### src/rtl/scnn_ctrl_pkg.sv
// Shared types for the SCNN tile controllers: sequencer states, lane masks
// and the entries carried through the divider-latency pipe.
package scnn_ctrl_pkg;

  // Lanes per index vector; the sequencer's I parameter must match this.
  localparam int LANES = 4;

  typedef enum logic [2:0] {
    ST_IDLE,
    ST_INIT,
    ST_RUN,
    ST_DRAIN,
    ST_DONE
  } idx_seq_state_e;

  typedef logic [LANES-1:0] lane_mask_t;

  typedef struct packed {
    logic       valid;
    lane_mask_t mask;
    logic       last;
  } pipe_entry_t;

  // Mask with the low `count` lanes set; a count of 0 means a full vector.
  function automatic lane_mask_t low_lanes(input int count);
    lane_mask_t m;
    for (int i = 0; i < LANES; i++) begin
      m[i] = (count == 0) || (i < count);
    end
    return m;
  endfunction

endpackage

### src/rtl/idx_seq_pipe.sv
// Divider-latency shadow pipe: carries valid/mask/last alongside the
// decoder's divider so each decoded group emerges with its side-band flags.
module idx_seq_pipe
  import scnn_ctrl_pkg::*;
#(
  parameter int DIV_LAT = 2
) (
  input  logic        clk,
  input  logic        rst_n,
  input  logic        hold,
  input  pipe_entry_t push_entry,
  output pipe_entry_t head_entry,
  output logic        empty
);

  pipe_entry_t [DIV_LAT-1:0] stage_reg;
  logic        [DIV_LAT-1:0] stage_valid;

  // Shift one stage per non-stalled cycle; freeze completely while held.
  always_ff @(posedge clk or negedge rst_n) begin
    if (!rst_n) begin
      stage_reg <= '0;
    end else if (!hold) begin
      stage_reg[0] <= push_entry;
      for (int i = 1; i < DIV_LAT; i++) begin
        stage_reg[i] <= stage_reg[i-1];
      end
    end
  end

  generate
    for (genvar gi = 0; gi < DIV_LAT; gi++) begin : g_valid
      assign stage_valid[gi] = stage_reg[gi].valid;
    end
  endgenerate

  assign head_entry = stage_reg[DIV_LAT-1];
  assign empty      = ~|stage_valid;

endmodule

### src/rtl/index_decode_sequencer.sv
// Runs one input tile through the index decoder: pulls index vectors,
// drives decoder controls and tags each decoded group with valid/mask/last.
module index_decode_sequencer
  import scnn_ctrl_pkg::*;
#(
  parameter int I       = 4,
  parameter int NNZ_W   = 10,
  parameter int SIDE_W  = 6,
  parameter int DIV_LAT = 2
) (
  input  logic              clk,
  input  logic              rst_n,
  input  logic              start,
  input  logic [NNZ_W-1:0]  nnz_total,
  input  logic [SIDE_W-1:0] side_len,
  input  logic              idx_valid,
  output logic              idx_ready,
  input  logic              ds_stall,
  output logic              dec_restart,
  output logic              dec_next_a,
  output logic              dec_stall,
  output logic              dec_first_ex,
  output logic [SIDE_W-1:0] dec_side_len,
  output logic              out_valid,
  output logic [I-1:0]      out_mask,
  output logic              out_last,
  output logic              busy,
  output logic              done,
  output logic              cfg_err
);

  // I is a power of two, so the divide by I is a right shift.
  localparam int SHIFT = $clog2(I);
  localparam logic [NNZ_W-1:0] ONE_VEC = NNZ_W'(1);

  idx_seq_state_e   state;
  logic [NNZ_W-1:0] vec_left;
  lane_mask_t       tail_mask;
  logic             first_pending;
  logic             accept;
  logic             final_vec;
  pipe_entry_t      push_entry;
  pipe_entry_t      head_entry;
  logic             pipe_empty;

  // Tile geometry computed once from the start-time inputs.
  logic [NNZ_W:0]   nnz_round;
  logic [NNZ_W-1:0] vec_count;
  lane_mask_t       start_tail;

  assign nnz_round  = {1'b0, nnz_total} + (NNZ_W+1)'(I - 1);
  assign vec_count  = NNZ_W'(nnz_round >> SHIFT);
  assign start_tail = low_lanes(int'(nnz_total & NNZ_W'(I - 1)));

  // Stall wins over a presented vector; nothing is accepted outside RUN.
  assign accept       = (state == ST_RUN) && idx_valid && !ds_stall && (vec_left != '0);
  assign final_vec    = (vec_left == ONE_VEC);
  assign idx_ready    = accept;
  assign dec_next_a   = accept;
  assign dec_first_ex = accept && first_pending;
  assign dec_stall    = ds_stall;

  assign push_entry.valid = accept;
  assign push_entry.mask  = accept ? (final_vec ? tail_mask : '1) : '0;
  assign push_entry.last  = accept && final_vec;

  idx_seq_pipe #(
    .DIV_LAT (DIV_LAT)
  ) u_pipe (
    .clk        (clk),
    .rst_n      (rst_n),
    .hold       (ds_stall),
    .push_entry (push_entry),
    .head_entry (head_entry),
    .empty      (pipe_empty)
  );

  assign out_valid = head_entry.valid;
  assign out_mask  = head_entry.mask;
  assign out_last  = head_entry.last;

  // Tile control FSM with registered restart/busy/done/cfg_err outputs.
  always_ff @(posedge clk or negedge rst_n) begin
    if (!rst_n) begin
      state         <= ST_IDLE;
      vec_left      <= '0;
      tail_mask     <= '0;
      first_pending <= 1'b0;
      dec_side_len  <= '0;
      dec_restart   <= 1'b0;
      busy          <= 1'b0;
      done          <= 1'b0;
      cfg_err       <= 1'b0;
    end else begin
      dec_restart <= 1'b0;
      done        <= 1'b0;
      case (state)
        ST_IDLE: begin
          if (start) begin
            state         <= ST_INIT;
            vec_left      <= vec_count;
            tail_mask     <= start_tail;
            dec_side_len  <= side_len;
            first_pending <= 1'b1;
            cfg_err       <= 1'b0;
            dec_restart   <= 1'b1;
            busy          <= 1'b1;
          end
        end
        ST_INIT: begin
          if (vec_left == '0 || dec_side_len == '0) begin
            state <= ST_DONE;
            done  <= 1'b1;
            if (dec_side_len == '0) cfg_err <= 1'b1;
          end else begin
            state <= ST_RUN;
          end
        end
        ST_RUN: begin
          if (accept) begin
            vec_left      <= vec_left - ONE_VEC;
            first_pending <= 1'b0;
            if (final_vec) state <= ST_DRAIN;
          end
        end
        ST_DRAIN: begin
          if (pipe_empty) begin
            state <= ST_DONE;
            done  <= 1'b1;
          end
        end
        ST_DONE: begin
          state <= ST_IDLE;
          busy  <= 1'b0;
        end
        default: state <= ST_IDLE;
      endcase
    end
  end

endmodule

### config.mk
export PLATFORM = sky130hd
export DESIGN_NAME = index_decode_sequencer
export DESIGN_NICKNAME = d
export VERILOG_FILES = /design/src/rtl/scnn_ctrl_pkg.sv /design/src/rtl/idx_seq_pipe.sv /design/src/rtl/index_decode_sequencer.sv
export SDC_FILE = /design/constraint.sdc
export NUM_CORES = 1
export LEC_CHECK = 0
export ABC_CLOCK_PERIOD_IN_PS = 1980
export CORE_ASPECT_RATIO = 0.8
export CORE_MARGIN = 4
export CORE_UTILIZATION = 45
export DETAILED_ROUTE_END_ITERATION = 6
export GPL_TIMING_DRIVEN = 0
export HOLD_SLACK_MARGIN = 0.08
export MAX_ROUTING_LAYER = met4
export PLACE_DENSITY = 0.73
export SLEW_MARGIN = 20
export SYNTH_ARGS = -nofsm -noshare
export SYNTH_HDL_FRONTEND = slang
export SYNTH_SLANG_ARGS = --single-unit
### constraint.sdc
create_clock -name clk -period 1.98 [get_ports clk]
set_input_delay 0.396 -clock clk [delete_from_list [all_inputs] [get_ports clk]]
set_output_delay 0.396 -clock clk [all_outputs]
set_load 0.01 [all_outputs]
==> impl_metrics.csv <==
group,metric,value,unit
job,cap_violations,0,
power,swShare,0.3656,
logic_synthesis,syn_nets,246,
drt,dr.pass1.iters,6,
logic_synthesis,synthArstFlopShare,1.000,
sta,fin_crit,2.391,ns
critical_path,endpoint,"idx_ready",
placed_design,dp.cells,318,
critical_path,cp.arrival,1.99,ns
logic_synthesis,synth-edff-count,0,
logic_synthesis,synth_commonest_cells,"nand2_1 (44), dfrtp_1 (40), nor2_1 (18)",
final_layout,drive_gt1_frac,0.2326,
drt,ant_nets,0,
floorplanning,die_y,68.95,um
global_routing,overflow,0,
global_routing,grt_pass1_wl,8128,um
sta,whs,0.4808,ns
critical_path,worstReg2RegStart,"vec_left[3]",
logic_synthesis,synth_cells,220,
final_layout,diodes,0,
sta,tightest_slew,0.4457,ns
placed_design,dp_hpwl,3284,um
sta,setup_ws,-0.4108,ns
power,leakagePower,1.321,nW
logic_synthesis,yosys.area.top_type_share,0.4790,
sta,hold_viol_final,0,
logic_synthesis,ys_seq_area_frac,0.4790,
drt,vias_per_cell,5.296,
sta,maxSlewHeadroom,0.7029,
power,clkPwrFrac,0.182,
sta,slew_viol_final,0,
logic_synthesis,ys.flop_type,"dfrtp_1",
logic_synthesis,yosysUniqueCellTypes,46,
final_layout,finalNetCount,313,
sta,rsz0062_at_grt,"yes",
sta,max_freq,418.3,MHz
logic_synthesis,synth.most_common_cell,"nand2_1",
drt,wl,5011,um
clock_tree,cts_tree,"built",
logic_synthesis,ys_seq_elements,40,
power,p_switching,1.440,mW
sta,post-route-period-util,1.207,
floorplanning,die_x,84.19,um
critical_path,worst_r2r_path_depth,6,
placed_design,numPortBuffers,40,
final_layout,area_delta_synth_final,37.96,%
floorplanning,coreArea,4335,sq um
power,intPower,2.498,mW
placed_design,gp_routability_congestion,0.8093,
logic_synthesis,synth_area_leaders,"dfrtp_1 (48%), nand2_1 (7.9%), o21ai_0 (3.6%), nor2_1 (3.2%), mux2_2 (3.2%)",
critical_path,reg2reg_slack,-0.03,ns
run_status,run_status,"finished, violations left",
floorplanning,num_rows,21,
final_layout,finalInstanceArea,2883,sq um
placed_design,place_ws,-0.6692,ns
floorplanning,die_area,5805,sq um
critical_path,critical_path_peak_fanout,4,
floorplanning,initial_utilization,0.4820,
logic_synthesis,synth.avg_cell_area,9.498,sq um
power,vdd_drop_max,938.2,uV
final_layout,instances_no_fill,345,
clock_tree,clk_latency,0.30,ns
power,pwr-share-comb,0.476,
critical_path,start_kind,"register",
drt,drt-wirelength-per-cell,14.52,um
placed_design,placed_area,2582,sq um
sta,setup_viol,6,
power,power_density,1366,nW/um^2
critical_path,regToRegEndpoint,"vec_left[8]",
global_routing,grt.total_usage,0.1853,
clock_tree,clkTransAtPathRegs,0.09,ns
drt,drt_iter0_markers,67,
critical_path,endpoint_kind,"output pin",
sta,skew,0.01319,ns
logic_synthesis,netlist_area,2090,sq um
drt,routed-via-count,1827,
floorplanning,ios,41,
clock_tree,cts.path.max_buffers,2,
logic_synthesis,yosys_warnings,0,
drt,drc_errors,0,
critical_path,crit_required,1.58,ns
clock_tree,cts_buffers,5,
power,design_power_total,3.938,mW
logic_synthesis,yosysTopAreaCell,"dfrtp_1",
global_routing,antenna_found_initial,0,
clock_tree,cts_htree_levels,2,
hold_path,hp-class,"reg -> reg",
final_layout,fin_util,0.6649,
sta,setup-tns-final,-1.152,ns
final_layout,largest_reg_flops,10,
critical_path,path_class,"reg -> out",
critical_path,crit_path_start,"vec_left[3]",
global_routing,first_global_vias,1736,
clock_tree,clock-root-buffer,"clkbuf_8",
power,seqPwrFrac,0.342,
final_layout,regMostFlops,"vec_left",
global_routing,grt_max_degree,30,
clock_tree,cts.sinks,40,
run_status,violations,"setup timing",
## worst min-delay path by stage
stage          cells after the start  slack [ns]             endpoint         start
2_1_floorplan                      0        0.10                 busy         rst_n
3_3_place_gp                       1        0.45         tail_mask[0]  tail_mask[0]
3_5_place_dp                       1        0.31  u_pipe.stage_reg[2]         rst_n
4_1_cts                            1        0.48         tail_mask[0]  tail_mask[0]
5_1_grt                            1        0.51         tail_mask[0]  tail_mask[0]
6_report                           1        0.48         tail_mask[0]  tail_mask[0]
## what timing repair did
item                       4_1_cts  5_1_grt
setup buffers                    9       10
setup endpoints to repair       15       25
pin swaps                        4        6
hold buffers                     1        0
hold endpoints to repair        11        0
cloned                           0        2
resized for setup               18       18
## cell type report
class | count | area [sq um]
Fill cell | 364 | 1453
Sequential cell | 40 | 1003
Multi-Input combinational cell | 159 | 991.0
Timing Repair Buffer | 61 | 561.8
Buffer | 13 | 103.9
Clock buffer | 6 | 82.58
Tap cell | 57 | 71.32
Clock inverter | 2 | 38.79
Inverter | 7 | 30.03
## metal layers
metal,global-route usage,up-vias,part of all wire,wire [um]
met2,0.2933,66,0.45,2280
met5,-,-,0,0
met1,0.2346,849,0.46,2322
met4,0.07229,0,0.023,113
li1,-,896,-,-
met3,0.04276,16,0.059,296
## critical path: stages (launching register included)
cell	delay (ns)
dfrtp_1	0.42
or4_4	0.55
and4bb_2	0.32
or2_4	0.16
inv_4	0.04
buf_6	0.10
buf_6	0.11
## kinds of logic (layout without fill, tap and decap cells)
family,after synthesis,after routing,share of synthesized area
DFF,40,40,0.4790
and+or+nand+nor,97,97,0.2371
AOI/OAI and AO/OA,43,44,0.1299
buffers and inverters,22,89,0.06227
xor gates and xnor gates,7,7,0.02934
muxes,6,6,0.03233
adders and majority gates,5,5,0.02994
## power by group through the flow
stage	sequential, mW	combinational [mW]	clock, mW
finish	1.35	1.87	0.716
global route	1.39	2.08	0.767
CTS	1.33	1.64	0.724
detailed placement	1.35	1.54	0
global placement	1.34	1.51	0
floorplan	1.35	0.958	0
## cell usage in the layout (no fill, tap or decap), drive strengths merged, types with 8 or more instances in the layout
cell type / instances
clkdlybuf4s50: 35
clkbuf: 8
nor2: 18
nand2: 44
a21oi: 12
dfrtp: 40
o21ai: 17
buf: 35
(Power assumes the default switching activity.)
